[config.mk]
export PLATFORM = sky130hd
export DESIGN_NAME = lcrc32_stream
export DESIGN_NICKNAME = d
export VERILOG_FILES = /design/src/rtl/lcrc32_stream.sv
export SDC_FILE = /design/constraint.sdc
export NUM_CORES = 1
export LEC_CHECK = 0
export BUFFER_PORTS_ARGS = -buffer_cell sky130_fd_sc_hd__buf_4
export CORE_ASPECT_RATIO = 0.8
export CORE_MARGIN = 2
export CORE_UTILIZATION = 48
export CTS_CLUSTER_DIAMETER = 80
export DETAILED_ROUTE_END_ITERATION = 8
export PLACE_DENSITY = 0.65
export SLEW_MARGIN = 15
export SYNTH_ARGS = -nofsm -noshare
export SYNTH_HDL_FRONTEND = slang
export SYNTH_SLANG_ARGS = --single-unit
[constraint.sdc]
create_clock -name clk -period 5.6 [get_ports clk]
set_input_delay 1.4 -clock clk [delete_from_list [all_inputs] [get_ports clk]]
set_output_delay 1.4 -clock clk [all_outputs]
set_load 0.01 [all_outputs]
[src/rtl/lcrc32_stream.sv]
// lcrc32_stream
//   Streaming LCRC-32 generator/checker. Packets arrive as DATA_W-bit beats on
//   a valid/ready handshake. The CRC of one beat is folded per cycle.
//   Generate mode (mode=0): payload is forwarded and N = 32/DATA_W CRC beats
//   are appended, with out_last on the final CRC beat.
//   Check mode (mode=1): the packet is forwarded unchanged. The trailing 32 bits
//   are compared against the CRC of everything before them, and a one-cycle
//   crc_done pulse is produced together with crc_err.
//
// Ports
//   clk        rising-edge clock
//   reset      asynchronous, active-low reset
//   mode       0 = generate/append, 1 = check (sampled on a packet's first beat)
//   in_valid   / in_ready  / in_data  / in_last   : input beat stream
//   out_valid  / out_ready / out_data / out_last  : output beat stream
//   crc_done   one-cycle pulse, check-mode verdict valid
//   crc_err    check-mode mismatch, held until the next crc_done
module lcrc32_stream #(
  parameter int          DATA_W = 32,
  parameter logic [31:0] POLY   = 32'h04C11DB7,
  parameter logic [31:0] SEED   = 32'hFFFFFFFF
) (
  input  logic              clk,
  input  logic              reset,
  input  logic              mode,
  input  logic              in_valid,
  output logic              in_ready,
  input  logic [DATA_W-1:0] in_data,
  input  logic              in_last,
  output logic              out_valid,
  input  logic              out_ready,
  output logic [DATA_W-1:0] out_data,
  output logic              out_last,
  output logic              crc_done,
  output logic              crc_err
);

  localparam int N  = 32 / DATA_W;
  localparam int NB = DATA_W / 8;
  localparam int AW = (N > 1) ? $clog2(N) : 1;
  // Beat counter saturates at N+1: "at least one beat has been folded".
  localparam int KW = $clog2(N + 2);

  typedef enum logic [1:0] {
    S_IDLE   = 2'd0,
    S_DATA   = 2'd1,
    S_APPEND = 2'd2
  } state_t;

  // Fold one beat: bytes MS first, bit 0 of each byte first.
  function automatic logic [31:0] crc_fold(input logic [31:0] c_in,
                                           input logic [DATA_W-1:0] d);
    logic [31:0] c;
    logic        fb;
    c = c_in;
    for (int j = NB - 1; j >= 0; j--) begin
      for (int i = 0; i < 8; i++) begin
        fb = c[31] ^ d[8*j+i];
        c  = {c[30:0], 1'b0} ^ (fb ? POLY : 32'h0);
      end
    end
    return c;
  endfunction

  // Wire-order LCRC: invert and bit-reverse within each byte.
  function automatic logic [31:0] crc_final(input logic [31:0] c);
    logic [31:0] r;
    r = '0;
    for (int k = 0; k < 4; k++) begin
      for (int i = 0; i < 8; i++) begin
        r[8*k+i] = ~c[8*k+7-i];
      end
    end
    return r;
  endfunction

  state_t            state_q, state_d;
  logic              mode_q, mode_d;
  logic [31:0]       crc_q, crc_d;
  logic [KW-1:0]     cnt_q, cnt_d;
  logic [AW-1:0]     app_q, app_d;
  logic              out_valid_q, out_valid_d;
  logic [DATA_W-1:0] out_data_q, out_data_d;
  logic              out_last_q, out_last_d;
  logic              done_q, done_d;
  logic              err_q, err_d;

  // Delay line: index 0 is the oldest beat, N-1 the newest.
  logic [DATA_W-1:0] dly_q     [N];
  logic [DATA_W-1:0] dly_shift [N];
  logic              dly_we;
  logic [31:0]       dly_next_flat;
  logic [DATA_W-1:0] crc_slice [N];

  logic              is_idle, eff_mode, accept, out_free, dly_full;
  logic [31:0]       base_crc, gen_crc, chk_crc, crc_fin;
  logic [KW-1:0]     base_cnt, chk_cnt;

  assign is_idle  = (state_q == S_IDLE);
  assign eff_mode = is_idle ? mode : mode_q;
  // A packet starting this cycle sees a fresh seed and an empty delay line.
  assign base_crc = is_idle ? SEED : crc_q;
  assign base_cnt = is_idle ? '0 : cnt_q;
  assign dly_full = (base_cnt >= KW'(N));

  assign gen_crc  = crc_fold(base_crc, in_data);
  assign chk_crc  = dly_full ? crc_fold(base_crc, dly_q[0]) : base_crc;
  assign chk_cnt  = dly_full ? KW'(N + 1) : base_cnt + KW'(1);
  assign crc_fin  = crc_final(crc_q);

  assign out_free = !out_valid_q || out_ready;
  assign in_ready = out_free && (state_q != S_APPEND);
  assign accept   = in_valid && in_ready;

  for (genvar gi = 0; gi < N; gi++) begin : g_dly
    if (gi == N - 1) begin : g_newest
      assign dly_shift[gi] = in_data;
    end else begin : g_older
      assign dly_shift[gi] = dly_q[gi+1];
    end
    // Oldest entry lands in the MS slice, matching the CRC emit order.
    assign dly_next_flat[(N-1-gi)*DATA_W +: DATA_W] = dly_shift[gi];
    assign crc_slice[gi] = crc_fin[(N-1-gi)*DATA_W +: DATA_W];
  end

  always_comb begin
    state_d     = state_q;
    mode_d      = mode_q;
    crc_d       = crc_q;
    cnt_d       = cnt_q;
    app_d       = app_q;
    out_valid_d = out_valid_q;
    out_data_d  = out_data_q;
    out_last_d  = out_last_q;
    done_d      = 1'b0;
    err_d       = err_q;
    dly_we      = 1'b0;

    if (out_valid_q && out_ready) begin
      out_valid_d = 1'b0;
    end

    if (accept) begin
      out_valid_d = 1'b1;
      out_data_d  = in_data;
      mode_d      = eff_mode;
      if (!eff_mode) begin
        crc_d      = gen_crc;
        out_last_d = 1'b0;
        if (in_last) begin
          state_d = S_APPEND;
          app_d   = '0;
        end else begin
          state_d = S_DATA;
        end
      end else begin
        // The beat pushed out of the delay line is folded; the newest N
        // beats stay out of the CRC as the candidate trailer.
        crc_d      = chk_crc;
        cnt_d      = chk_cnt;
        dly_we     = 1'b1;
        out_last_d = in_last;
        if (in_last) begin
          state_d = S_IDLE;
          done_d  = 1'b1;
          err_d   = (chk_cnt <= KW'(N)) ||
                    (dly_next_flat != crc_final(chk_crc));
        end else begin
          state_d = S_DATA;
        end
      end
    end else if ((state_q == S_APPEND) && out_free) begin
      out_valid_d = 1'b1;
      out_data_d  = crc_slice[app_q];
      out_last_d  = (app_q == AW'(N - 1));
      if (app_q == AW'(N - 1)) begin
        state_d = S_IDLE;
      end else begin
        app_d = app_q + AW'(1);
      end
    end
  end

  always_ff @(posedge clk or negedge reset) begin
    if (!reset) begin
      state_q     <= S_IDLE;
      mode_q      <= 1'b0;
      crc_q       <= SEED;
      cnt_q       <= '0;
      app_q       <= '0;
      out_valid_q <= 1'b0;
      out_data_q  <= '0;
      out_last_q  <= 1'b0;
      done_q      <= 1'b0;
      err_q       <= 1'b0;
      for (int i = 0; i < N; i++) begin
        dly_q[i] <= '0;
      end
    end else begin
      state_q     <= state_d;
      mode_q      <= mode_d;
      crc_q       <= crc_d;
      cnt_q       <= cnt_d;
      app_q       <= app_d;
      out_valid_q <= out_valid_d;
      out_data_q  <= out_data_d;
      out_last_q  <= out_last_d;
      done_q      <= done_d;
      err_q       <= err_d;
      if (dly_we) begin
        for (int i = 0; i < N; i++) begin
          dly_q[i] <= dly_shift[i];
        end
      end
    end
  end

  assign out_valid = out_valid_q;
  assign out_data  = out_data_q;
  assign out_last  = out_last_q;
  assign crc_done  = done_q;
  assign crc_err   = err_q;

endmodule

==> impl_metrics.py <==
metrics = {
    "run_status": {
        "status": "completed",
    },
    "place": {
        "dp_hpwl_um": 35800,
        "place_congestion": 1.01,
        "io_buffers": 74,
    },
    "grt": {
        "grt_max_degree": 72,
        "grt_antenna_before_repair": 1,
        "gr-total-overflow": 0,
        "grt_pass1_wl_um": 63900,
        "grt_pass1_vias": 9166,
        "grt_usage_pct": 32.7,
    },
    "yosys": {
        "synth.avg_cell_area_sq_um": 10.7,
        "syn_nets": 1216,
        "yosysSeqAreaShare_pct": 21.2,
        "synth_warnings": 0,
        "synth_top_area_share_pct": 21.0,
        "synth_ff_type": "dfrtp_1",
        "ys_ff_latch": 105,
        "syn_area_sq_mm": 0.0126,
        "ys_top_cells_by_count": "xnor2_1 (302), xor2_1 (108), nor2_1 (93)",
        "synth.most_common_cell": "xnor2_1",
        "synth_cell_type_count": 72,
        "synth_edf_count": 0,
        "async_reset_ff_share_pct": 100,
        "yosys.area.top_type": "xnor2_1",
        "yosys-top-cells-area": "xnor2_1 (21%), dfrtp_1 (14%), xnor3_1 (13%), xor2_1 (7.5%), dfstp_2 (6.7%)",
        "syn_inst": 1178,
    },
    "routing": {
        "wl_per_cell_um": 26.9,
        "totalWireLength_um": 44300,
        "first_pass_iters": 6,
        "drtIter0Drc": 1114,
        "remaining_drc_errors": 0,
        "vias": 9474,
        "antenna_left": 0,
        "vias_per_cell": 5.75,
    },
    "clocking": {
        "cts_num_sinks": 105,
        "htreeDepth": 3,
        "clk_latency_ns": 0.37,
        "clk_pin_slew_worst_paths_ns": 0.09,
        "cts_tree": "yes",
        "cts_buffers": 9,
        "clock_tree.buffer_depth": 2,
        "cts_root_buf": "clkbuf_16",
        "post_cts_buffers": 0,
    },
    "floorplan": {
        "die_area_sq_mm": 0.0276,
        "die_w_um": 185,
        "io_pins": 75,
        "die_h_um": 149,
        "initial_core_util_pct": 48.4,
        "placementRows": 53,
        "coreArea_sq_mm": 0.0261,
    },
    "run": {
        "maxCapViolations": 0,
    },
    "setup_path": {
        "cp-end-kind": "flip-flop",
        "path_class": "flip-flop to flip-flop",
        "crit_arrival_ns": 5.58,
        "crit_start": "state_q[0]",
        "rrSetupSlack_ns": 0.25,
        "crit_end": "crc_err",
        "r2r-end": "crc_err",
        "crit_path_start_kind": "flip-flop",
        "critical_path.max_fanout": 12,
        "r2r_start": "state_q[0]",
        "worstRegToRegCells": 15,
        "required_ns": 5.84,
    },
    "final_layout": {
        "antennaDiodeCount": 0,
        "drive_gt1_share_pct": 26.0,
        "num-nets-final": 1324,
        "area_growth_pct": 13.0,
    },
    "timing": {
        "relSlewSlack_pct": 42.2,
        "setup-tns-final_ns": 0,
        "tightestPinTransition_ns": 0.867,
        "finalHoldViolCount": 0,
        "slew_violations": 0,
        "fin_skew_ns": 0.0148,
        "rsz0062_at_grt": "no",
        "finalSetupViolCount": 0,
        "clock.fmax_ghz": 0.187,
        "min_period_ns": 5.35,
        "fin_crit_sh_pct": 95.5,
    },
    "hold_path": {
        "hp-class": "flip-flop to flip-flop",
    },
}
stage by stage:
stage	util, %	setup slack [ns]	area, sq um	hold WS [ns]	std cells
after global routing	54.7	0.0946	14200	0.506	1648
after detailed placement	53.4	0.150	13900	0.471	1631
after CTS	54.5	0.319	14200	0.489	1647
after floorplan	-	0.230	12600	0.462	1178
after global placement	53.4	0.208	13900	0.467	1631
final	54.7	0.254	14200	0.484	1648
flip-flops by register name, indices dropped and copies added, names as in the netlist:
| register | cells |
|---|---|
| crc_q | 32 |
| crc_done | 1 |
| out_last | 1 |
| dly_q | 32 |
| mode_q | 1 |
| cnt_q | 2 |
| state_q | 2 |
| out_valid | 1 |
| crc_err | 1 |
| out_data | 32 |
cell type report:
class                   instances  area [sq um]
multi-input cells            1004          9600
flip-flops and latches        105          2670
inverters                       5          18.8
repair buffers                161          1230
well taps                     357           447
clock buffers                   9           225
clock inverters                 7          61.3
fillers                      2344         11800
layer usage:
metal  GRT usage (%)  vias to the layer above  share of wire, %
met2            47.9                      583                42
li1                -                     4164                 -
met1            47.2                     4625                44
met3            8.64                      102                11
met4            10.1                        0               3.4
met5               0                        -                 0
how the worst min path moves through the flow:
stage	startpoint	end	slack, ns	cells after the start
finish	out_data[12]	out_data[12]	0.48	2
global route	out_data[5]	out_data[5]	0.51	2
CTS	out_data[20]	out_data[20]	0.49	2
detailed placement	out_data[11]	out_data[11]	0.47	2
global placement	out_data[27]	out_data[27]	0.47	2
floorplan	cnt_q[1]	cnt_q[1]	0.46	2
cells by family after synthesis:
group	after synthesis	synth area share [%]
xor+xnor	566	55.8
compound gates	202	9.75
simple gates	200	7.16
flops	105	21.2
buf+inv	69	2.95
mux	36	3.18
placed cells by master (no fill, tap or decap), types with 5 or more instances in the layout:
master,n
clkbuf_16,9
o22ai_1,23
xnor3_1,75
nand2_1,70
xor3_1,6
xnor3_2,18
a22oi_1,9
o21bai_1,9
xnor2_1,301
buf_4,160
xnor2_4,9
inv_1,5
o22a_1,9
a21oi_1,62
xor2_1,108
xnor3_4,10
dfrtp_1,73
o21ai_0,58
xnor2_2,30
nor2_1,93
mux2_2,32
dfstp_2,32
critical path: stages (launching register included):
cell and delay (ns):
dfrtp_1 0.54, buf_4 0.21, o21bai_1 0.25, xor2_1 0.35
xnor3_2 0.45, xnor2_2 0.40, xnor3_1 0.43, xnor3_4 0.38
xor3_1 0.42, xnor2_1 0.27, nor3b_1 0.21, a2111oi_1 0.52
buf_4 0.20, nand4_1 0.11, nor4_2 0.32, a41oi_2 0.14
repair_timing:
action | 4_1_cts | 5_1_grt
gates resized for setup | 0 | 2
setup endpoints to repair | 0 | 1
hold buffers | 0 | 0
Power is not shown: default switching activity piles up to over one toggle a cycle in this logic, so the estimate is an artifact.
